<file path="src/rtl/dmem_pkg.sv">
// Shared types and constants for the data-cache memory responder.
//   dmem_state_e : responder FSM states
//   LINE_WORDS   : words per line for the default geometry
//   SIZE_*       : dcache_mem_size encodings (informational; wstrb decides)
package dmem_pkg;

  localparam int unsigned WORD_W               = 32;
  localparam int unsigned DEFAULT_OFFSET_WIDTH = 2;
  localparam int unsigned LINE_WORDS           = 1 << DEFAULT_OFFSET_WIDTH;
  localparam int unsigned DELAY_W              = 4;

  localparam logic [1:0] SIZE_BYTE = 2'd0;
  localparam logic [1:0] SIZE_HALF = 2'd1;
  localparam logic [1:0] SIZE_WORD = 2'd2;

  typedef enum logic [2:0] {
    ST_IDLE,
    ST_RD_ISSUE,
    ST_RD_DRAIN,
    ST_DELAY,
    ST_RESP_RD,
    ST_WR,
    ST_RESP_WR
  } dmem_state_e;

  // Words per line for a given offset width.
  function automatic int unsigned line_words(input int unsigned offset_width);
    return 1 << offset_width;
  endfunction

endpackage

</file>
<file path="src/rtl/dmem_line_buf.sv">
// Line assembly buffer: WORDS x 32-bit registers with one word-indexed write
// port and synchronous active-low clear.
//   clk, rstn       : clock, synchronous active-low clear
//   wr_en/idx/data  : write one word per cycle
//   line_q          : current contents, word k at [32k+31:32k]
//   line_nxt_c      : contents including this cycle's write (combinational)
module dmem_line_buf
  import dmem_pkg::*;
#(
  parameter int unsigned WORDS = LINE_WORDS,
  parameter int unsigned IDX_W = DEFAULT_OFFSET_WIDTH
) (
  input  logic                      clk,
  input  logic                      rstn,
  input  logic                      wr_en,
  input  logic [IDX_W-1:0]          wr_idx,
  input  logic [WORD_W-1:0]         wr_data,
  output logic [WORDS*WORD_W-1:0]   line_q,
  output logic [WORDS*WORD_W-1:0]   line_nxt_c
);

  logic [WORDS-1:0][WORD_W-1:0] mem_q;
  logic [WORDS-1:0][WORD_W-1:0] mem_d;

  // Next contents: a single word replaced when writing.
  always_comb begin
    mem_d = mem_q;
    if (wr_en) begin
      mem_d[wr_idx] = wr_data;
    end
  end

  always_ff @(posedge clk) begin
    if (!rstn) begin
      mem_q <= '0;
    end else begin
      mem_q <= mem_d;
    end
  end

  assign line_q     = mem_q;
  assign line_nxt_c = mem_d;

endmodule

</file>
<file path="src/rtl/dmem_responder.sv">
// Memory-side responder for the L1 data cache memory port. Reads fetch a full
// line word by word from a synchronous RAM; writes are single byte-masked
// word stores. One request in flight at a time.
//   cache side : addr/dout/req/wr/size/wstrb in; addrOK (comb), dataOK, bvalid,
//                din_mem_dcache (line) out
//   RAM side   : ram_en/we/addr/wdata out (registered), ram_rdata in (1-cycle)
// Requires offset_width >= 1 and resp_delay in 0..15.
module dmem_responder
  import dmem_pkg::*;
#(
  parameter int unsigned offset_width = 2,
  parameter int unsigned resp_delay   = 0
) (
  input  logic                              clk,
  input  logic                              rstn,
  input  logic [31:0]                       addr_dcache_mem,
  input  logic [31:0]                       dout_dcache_mem,
  input  logic                              dcache_mem_req,
  input  logic                              dcache_mem_wr,
  input  logic [1:0]                        dcache_mem_size,
  input  logic [3:0]                        dcache_mem_wstrb,
  output logic                              mem_dcache_addrOK,
  output logic                              mem_dcache_dataOK,
  output logic                              mem_dcache_bvalid,
  output logic [32*(1<<offset_width)-1:0]   din_mem_dcache,
  output logic                              ram_en,
  output logic [3:0]                        ram_we,
  output logic [31:0]                       ram_addr,
  output logic [31:0]                       ram_wdata,
  input  logic [31:0]                       ram_rdata
);

  localparam int unsigned NWORDS = 1 << offset_width;
  localparam int unsigned LINE_W = WORD_W * NWORDS;
  localparam int unsigned TAG_W  = 32 - offset_width - 2;
  localparam logic [offset_width-1:0] CNT_LAST = '1;
  localparam logic [DELAY_W-1:0] DLY_LAST =
    DELAY_W'((resp_delay == 0) ? 0 : resp_delay - 1);
  localparam bit NO_DELAY = (resp_delay == 0);

  dmem_state_e               state_q, state_d;
  logic [offset_width-1:0]   cnt_q, cnt_d;
  logic                      cap_en_q, cap_en_d;
  logic [offset_width-1:0]   cap_idx_q, cap_idx_d;
  logic [DELAY_W-1:0]        dly_q, dly_d;
  logic [TAG_W-1:0]          line_addr_q, line_addr_d;
  logic                      wr_q, wr_d;
  logic                      dataok_q, dataok_d;
  logic                      bvalid_q, bvalid_d;
  logic                      ram_en_q, ram_en_d;
  logic [3:0]                ram_we_q, ram_we_d;
  logic [31:0]               ram_addr_q, ram_addr_d;
  logic [31:0]               ram_wdata_q, ram_wdata_d;
  logic [LINE_W-1:0]         din_q, din_d;
  logic [LINE_W-1:0]         line_buf_q;
  logic [LINE_W-1:0]         line_nxt_c;
  logic                      unused_sig_c;

  // Size is informational and the byte offset is implied by wstrb.
  assign unused_sig_c = ^{dcache_mem_size, addr_dcache_mem[1:0]};

  // Words return one cycle after issue; capture index trails the issue counter.
  dmem_line_buf #(
    .WORDS (NWORDS),
    .IDX_W (offset_width)
  ) u_line_buf (
    .clk        (clk),
    .rstn       (rstn),
    .wr_en      (cap_en_q),
    .wr_idx     (cap_idx_q),
    .wr_data    (ram_rdata),
    .line_q     (line_buf_q),
    .line_nxt_c (line_nxt_c)
  );

  // Next-state and next-output logic. RAM outputs are registered, so the
  // access for the following cycle is decided here.
  always_comb begin
    state_d     = state_q;
    cnt_d       = cnt_q;
    cap_en_d    = 1'b0;
    cap_idx_d   = cnt_q;
    dly_d       = dly_q;
    line_addr_d = line_addr_q;
    wr_d        = wr_q;
    ram_en_d    = 1'b0;
    ram_we_d    = 4'b0000;
    ram_addr_d  = ram_addr_q;
    ram_wdata_d = ram_wdata_q;
    din_d       = din_q;

    unique case (state_q)
      ST_IDLE: begin
        if (dcache_mem_req) begin
          line_addr_d = addr_dcache_mem[31:offset_width+2];
          wr_d        = dcache_mem_wr;
          cnt_d       = '0;
          dly_d       = '0;
          if (!dcache_mem_wr) begin
            state_d    = ST_RD_ISSUE;
            ram_en_d   = 1'b1;
            ram_addr_d = {addr_dcache_mem[31:offset_width+2],
                          {offset_width{1'b0}}, 2'b00};
          end else if (dcache_mem_wstrb != 4'b0000) begin
            state_d     = ST_WR;
            ram_en_d    = 1'b1;
            ram_we_d    = dcache_mem_wstrb;
            ram_addr_d  = {addr_dcache_mem[31:2], 2'b00};
            ram_wdata_d = dout_dcache_mem;
          end else begin
            // Empty write: nothing to store, respond directly.
            state_d = NO_DELAY ? ST_RESP_WR : ST_DELAY;
          end
        end
      end

      ST_RD_ISSUE: begin
        cap_en_d  = 1'b1;
        cap_idx_d = cnt_q;
        cnt_d     = cnt_q + 1'b1;
        if (cnt_q == CNT_LAST) begin
          state_d = ST_RD_DRAIN;
        end else begin
          ram_en_d   = 1'b1;
          ram_addr_d = {line_addr_q, cnt_d, 2'b00};
        end
      end

      ST_RD_DRAIN: begin
        state_d = NO_DELAY ? ST_RESP_RD : ST_DELAY;
      end

      ST_DELAY: begin
        if (dly_q == DLY_LAST) begin
          state_d = wr_q ? ST_RESP_WR : ST_RESP_RD;
        end else begin
          dly_d = dly_q + 1'b1;
        end
      end

      ST_WR: begin
        state_d = NO_DELAY ? ST_RESP_WR : ST_DELAY;
      end

      ST_RESP_RD,
      ST_RESP_WR: begin
        state_d = ST_IDLE;
      end

      default: begin
        state_d = ST_IDLE;
      end
    endcase

    // Publish the line on entry to RESP_RD; from RD_DRAIN the last word is
    // still being written, so take the buffer's next contents.
    if (state_d == ST_RESP_RD) begin
      din_d = (state_q == ST_RD_DRAIN) ? line_nxt_c : line_buf_q;
    end

    dataok_d = (state_d == ST_RESP_RD);
    bvalid_d = (state_d == ST_RESP_WR);
  end

  // State and registered outputs.
  always_ff @(posedge clk) begin
    if (!rstn) begin
      state_q     <= ST_IDLE;
      cnt_q       <= '0;
      cap_en_q    <= 1'b0;
      cap_idx_q   <= '0;
      dly_q       <= '0;
      line_addr_q <= '0;
      wr_q        <= 1'b0;
      dataok_q    <= 1'b0;
      bvalid_q    <= 1'b0;
      ram_en_q    <= 1'b0;
      ram_we_q    <= 4'b0000;
      ram_addr_q  <= '0;
      ram_wdata_q <= '0;
      din_q       <= '0;
    end else begin
      state_q     <= state_d;
      cnt_q       <= cnt_d;
      cap_en_q    <= cap_en_d;
      cap_idx_q   <= cap_idx_d;
      dly_q       <= dly_d;
      line_addr_q <= line_addr_d;
      wr_q        <= wr_d;
      dataok_q    <= dataok_d;
      bvalid_q    <= bvalid_d;
      ram_en_q    <= ram_en_d;
      ram_we_q    <= ram_we_d;
      ram_addr_q  <= ram_addr_d;
      ram_wdata_q <= ram_wdata_d;
      din_q       <= din_d;
    end
  end

  assign mem_dcache_addrOK = rstn & dcache_mem_req & (state_q == ST_IDLE);
  assign mem_dcache_dataOK = dataok_q;
  assign mem_dcache_bvalid = bvalid_q;
  assign din_mem_dcache    = din_q;
  assign ram_en            = ram_en_q;
  assign ram_we            = ram_we_q;
  assign ram_addr          = ram_addr_q;
  assign ram_wdata         = ram_wdata_q;

endmodule

</file>
<file path="config.mk">
export PLATFORM = sky130hd
export DESIGN_NAME = dmem_responder
export DESIGN_NICKNAME = d
export VERILOG_FILES = /design/src/rtl/dmem_pkg.sv /design/src/rtl/dmem_line_buf.sv /design/src/rtl/dmem_responder.sv
export SDC_FILE = /design/constraint.sdc
export NUM_CORES = 1
export LEC_CHECK = 0
export CAP_MARGIN = 20
export CELL_PAD_IN_SITES_DETAIL_PLACEMENT = 1
export CELL_PAD_IN_SITES_GLOBAL_PLACEMENT = 1
export CORE_MARGIN = 5
export CORE_UTILIZATION = 50
export DETAILED_ROUTE_END_ITERATION = 12
export DONT_BUFFER_PORTS = 1
export GPL_TIMING_DRIVEN = 0
export MAX_ROUTING_LAYER = met4
export PLACE_DENSITY_LB_ADDON = 0.1
export SYNTH_ARGS = -nofsm -noshare
export SYNTH_HDL_FRONTEND = slang
export SYNTH_SLANG_ARGS = --single-unit
</file>
<file path="constraint.sdc">
create_clock -name clk -period 4.63 [get_ports clk]
set_input_delay 0.6945 -clock clk [delete_from_list [all_inputs] [get_ports clk]]
set_output_delay 0.6945 -clock clk [all_outputs]
set_load 0.01 [all_outputs]
</file>
== Word-level counts from Yosys, hierarchy flattened ==
Cells that the tools add are included.

* Flip-flop bits (word level): 368
* Bits of input ports: 106
* Output and inout bits: 200
* Word-level logic and storage cells: 75

* Add/subtract/negate cells: 2
* $lt $le $gt $ge: 2
* Equality and inequality tests: 11
* Mux-type cells: 28
* Bitwise gates (word level): 2
* Reductions and logical operators: 12

{| class="wikitable"
|+ Operators by type and width
! operator !! number
|-
| $mux W128 || 2
|-
| $mux W32 || 5
|-
| $bwmux W128 || 1
|-
| $demux W32 S2 || 1
|-
| $pmux W32 S2 || 1
|-
| $pmux W3 S5 || 1
|-
| $mux W3 || 4
|-
| $eq A3 B3 Y1 const B || 3
|-
| $mux W4 || 2
|-
| $pmux W4 S2 || 1
|-
| $reduce_and A4 Y1 || 2
|-
| $eq A3 B2 Y1 const B || 2
|-
| $mux W2 || 3
|-
| $ne A2 B2 Y1 const B || 3
|-
| $mux W1 || 5
|-
| $reduce_and A5 Y1 || 1
|-
| $add A4 B1 Y4 const B || 1
|-
| $logic_not A4 Y1 || 1
|-
| $pmux W2 S2 || 1
|-
| $reduce_and A2 Y1 || 2
|-
| $reduce_bool A2 Y1 || 2
|-
| $reduce_bool A4 Y1 || 1
|-
| $eq A3 B1 Y1 const B || 1
|-
| $logic_not A3 Y1 || 1
|-
| 9 further kinds || 10
|}

== Logic depth before layout (Yosys ltp) ==
* Depth after elaboration: 7
* Mapped depth: 8
* Depth with buffers taken out: 6

== Cells and area by module ==
Synthesis repeated with hierarchy kept, for this count alone.

* Cell total of the unflattened synthesis: 1702
* Area, all modules: 17352.9 um^2

{| class="wikitable"
|+ Modules (own cells, without submodules)
! module !! instances !! cells each !! area each (um^2) !! seq. area each (um^2)
|-
| dmem_responder || 1 || 1108 || 10627.7 || 4764.6
|-
| dmem_line_buf || 1 || 594 || 6725.2 || 2562.5
|}

== Worst setup path before layout ==
Ideal clock, no wire load.

* Path kind: input to output
* Start point: input dcache_mem_req
* End point: output mem_dcache_addrOK
* Arrival: 1.289 ns
* Data required time: 3.936 ns
* Setup slack: 2.646 ns
* Stages: 2
* Buffers on the path: 0
* Cells stage by stage: nor4b_2 > and2_1

* Word-level cells in the longest chain between the ends: 2

{| class="wikitable"
|+ Ends and longest elaborated chain
! what !! line !! source
|-
| from (decl) || dmem_responder.sv:18 || <nowiki>input logic dcache_mem_req,</nowiki>
|-
| $and A1 B1 Y1 (2 in a row) || dmem_responder.sv:200 || <nowiki>assign mem_dcache_addrOK = rstn & dcache_mem_req & (state_q == ST_IDLE);</nowiki>
|-
| to (decl) || dmem_responder.sv:22 || <nowiki>output logic mem_dcache_addrOK,</nowiki>
|}

No other way between the ends.

== Worst setup path in the final report ==
* Start point: register state_q[2]
* End point: output mem_dcache_addrOK

* Word-level cells in the longest chain between the ends: 2

{| class="wikitable"
|+ Ends and longest elaborated chain
! what !! line !! source
|-
| from (decl) || dmem_responder.sv:41 || <nowiki>dmem_state_e state_q, state_d;</nowiki>
|-
| from (signal assigned) || dmem_responder.sv:183 || <nowiki>state_q <= state_d;</nowiki>
|-
| $logic_not A3 Y1 || dmem_responder.sv:200 ||
|-
| $and A1 B1 Y1 || dmem_responder.sv:200 ||
|}

No other way between the ends.

==> metrics.txt <==
WL final=50.5 mm; Starting Density=around 51%; dominant cells by area after synthesis=dfxtp_1 (50%), nand2_1 (16%), a21boi_0 (8.6%); Die Y=182 µm; Seq cells post-synth=366; Slew @ Worst Pin=around 0.99 ns; ordered cell list for the critical path=buf_2 -> nor4b_2 -> and2_1; DP HPWL=about 36 mm; Clock Tree Root=clkbuf_16; Synth Area in Compound Gates=between 20 and 25%; fillcell total=3530; synthesis warning total=0; Slowest cell on crit path=nor4b_2; fin crit share=59.3%; Synth Cell Area=about 0.015 mm²; leading cell type in the layout, fill and taps excluded=nand2_1; io pins=306; register area=~0.0073 mm²; CTS clock-pin slew for the worst setup and hold paths=0.06 ns; Final Non-Filler Cells=around 2300; DRT Pass-1 Iters=5; dpl ws=1.73 ns; share of the synthesized area in the top cell type=49.7%; postcts setup bufs=0; row count=a little over 60; skew final=0.00972 ns; RSZ-0062 raised after global routing=no; Via density=slightly below 6; Startpoint Class=flip-flop; sequential share of the synthesized area=49.7%; I/O Buffers=0; Avg WL per Cell=22.3 µm; Required @ worst endpoint=around 3.9 ns; core box area=~0.029 mm²; mux contribution to synthesized area=1.97%; post-route cell area=between 0.015 and 0.02 mm²; cts hold-fix bufs=0; first-pass GRT wire length=78.0 mm; FMAX=between 0.3 and 0.4 GHz; leading area contributor after synthesis=dfxtp_1; CTS buffer count=40; Final Power=0.00713 W; Synth Area in Simple Gates=roughly a fifth; EDFF count, synth=0; clk_lat worst skew=0.53 ns; maximum VDD drop=313 µV; aggregate global-route resource usage=between 30% and 40%; DIE AREA=about 0.033 mm²; area grow syn2layout=11.8%; footprint of the multi-input gates=0.00650 mm²; Setup crit end kind=output pin; vias=roughly 13000; Setup WS post-layout=between 1.5 and 2 ns; placed insts=between 2000 and 2500; die extent in x=around 180 µm; drc violations=0; most frequent cells in the layout=nand2_1 (641), dfxtp_1 (366), a21boi_0 (168); setup TNS=0 ns; DRT iter0 DRCs=665; Gate Count Post-Synth=~1800; # clock sinks=366; Final Max Tran Viols=0; largest family of logic cells by synthesized area=compound AO/OA/AOI/OAI gates; number of distinct library cells after synthesis=45; Mean Syn Cell Area=8.17 µm²; Placement Cell Area=~0.015 mm²; status=finished, final reports clean; CTS tree=done; ANT cells=0; largest net degree at the start of global routing=13; Crit Path Class=reg -> out; Max clock buf depth=3; total congestion overflow=0; crit path DAT=around 2.1 ns; Post-synth ARST share=0%; Synth Flop Type=dfxtp_1; # resized after CTS=0; initial antenna violation count=1; class of the worst hold path=in -> reg; H-Tree Depth=2; XOR/XNOR Fraction of Synth Area=0.0594%; Synth Area in Adders=less than 1%; final hold violation count=0; CP Max Fanout=10; Pwr Density=between 400 and 500 mW/mm²; ratio of cells with drive above 1 in the final layout=roughly 8.5%; RePlAce Congestion=~0.88; leakage=5.83 nW; max-cap viol count=0; max_slew headroom=around a third; Post-layout nets=about 2000; slowest cell delay on critical path=approximately 0.65 ns; antenna-violating nets left=0; vias in the first global route=roughly 14000; minimum clock period=about 2.7 ns; Setup violations, final=0
==> cells in the mapped netlist, types with 4 or more instances <==
cell      count
nand2_1     641
dfxtp_1     366
a21boi_0    168
a31oi_1     129
o21ai_0     108
clkbuf_1     96
buf_2        58
buf_4        33
a21oi_1      29
mux2i_1      29
o31ai_1      29
a21boi_1     24
o21ai_1      20
nor2_1        9
and3_1        8
nand3_1       7
and2_1        5
inv_1         4
nor2b_1       4
==> power by group <==
group          internal (W)  leakage, nW  switching, W
Clock               0.00181        0.620       0.00127
Combinational      0.000203         2.24      0.000381
Sequential          0.00330         2.97      0.000165
Total               0.00531         5.83       0.00181
==> worst max-delay path: cells and delay by family, from the launching register on <==
| family | cells | cell delay [ns] |
|---|---|---|
| buffers and inverters | 1 | 0.20 |
| flip-flops | 1 | 0.31 |
| AND/OR/NAND/NOR | 2 | 1.02 |
==> area by class of cell <==
| cell class | instances | area share (%) |
|---|---|---|
| Buffer | 187 | 5.45 |
| Clock buffer | 62 | 7.19 |
| Inverter | 4 | 0.0911 |
| Multi-Input combinational cell | 1249 | 39.5 |
| Tap cell | 384 | 2.92 |
| Sequential cell | 366 | 44.5 |
| Clock inverter | 8 | 0.395 |
==> through the flow <==
stage	hold slack, ns	util [%]
floorplan	0.443	-
CTS	0.295	56.9
global placement	0.450	52.6
finish	0.307	56.9
global route	0.295	56.9
detailed placement	0.457	52.6
==> final timing paths <==
check | start | end | slack [ns] | depth (start not counted)
worst max register to register | dly_q[1] | din_mem_dcache[106] | 2.08 | 8
worst max-delay path | state_q[2] | mem_dcache_addrOK | 1.88 | 3
worst min register to register | line_addr_q[12] | line_addr_q[12] | 0.46 | 2
worst min-delay path | dout_dcache_mem[20] | ram_wdata[20] | 0.31 | 2
==> state kept, by name, indices dropped and copies added, names as in the netlist <==
| register | flops |
|---|---|
| cap_idx_d | 2 |
| mem_dcache_bvalid | 1 |
| state_q | 3 |
| cap_en_q | 1 |
| wr_q | 1 |
| ram_addr | 30 |
| mem_dcache_dataOK | 1 |
| dly_q | 4 |
| u_line_buf.line_q | 128 |
| ram_we | 4 |
| ram_en | 1 |
| din_mem_dcache | 128 |
| line_addr_q | 28 |
| ram_wdata | 32 |
| cap_idx_q | 2 |
==> metal layers <==
layer	global-route usage (%)	wire [µm]
met1	36.4	21200
met2	49.4	23800
met3	9.40	4330
met4	7.75	1250
met5	-	0
==> cells by family after synthesis <==
group,count (synthesis)
fa+ha+maj,3
mux,29
buf+inv,191
simple gates,697
compound gates,517
xor+xnor,1
flops,366
other cells,1
No activity file was read; power rests on OpenSTA's default activity.
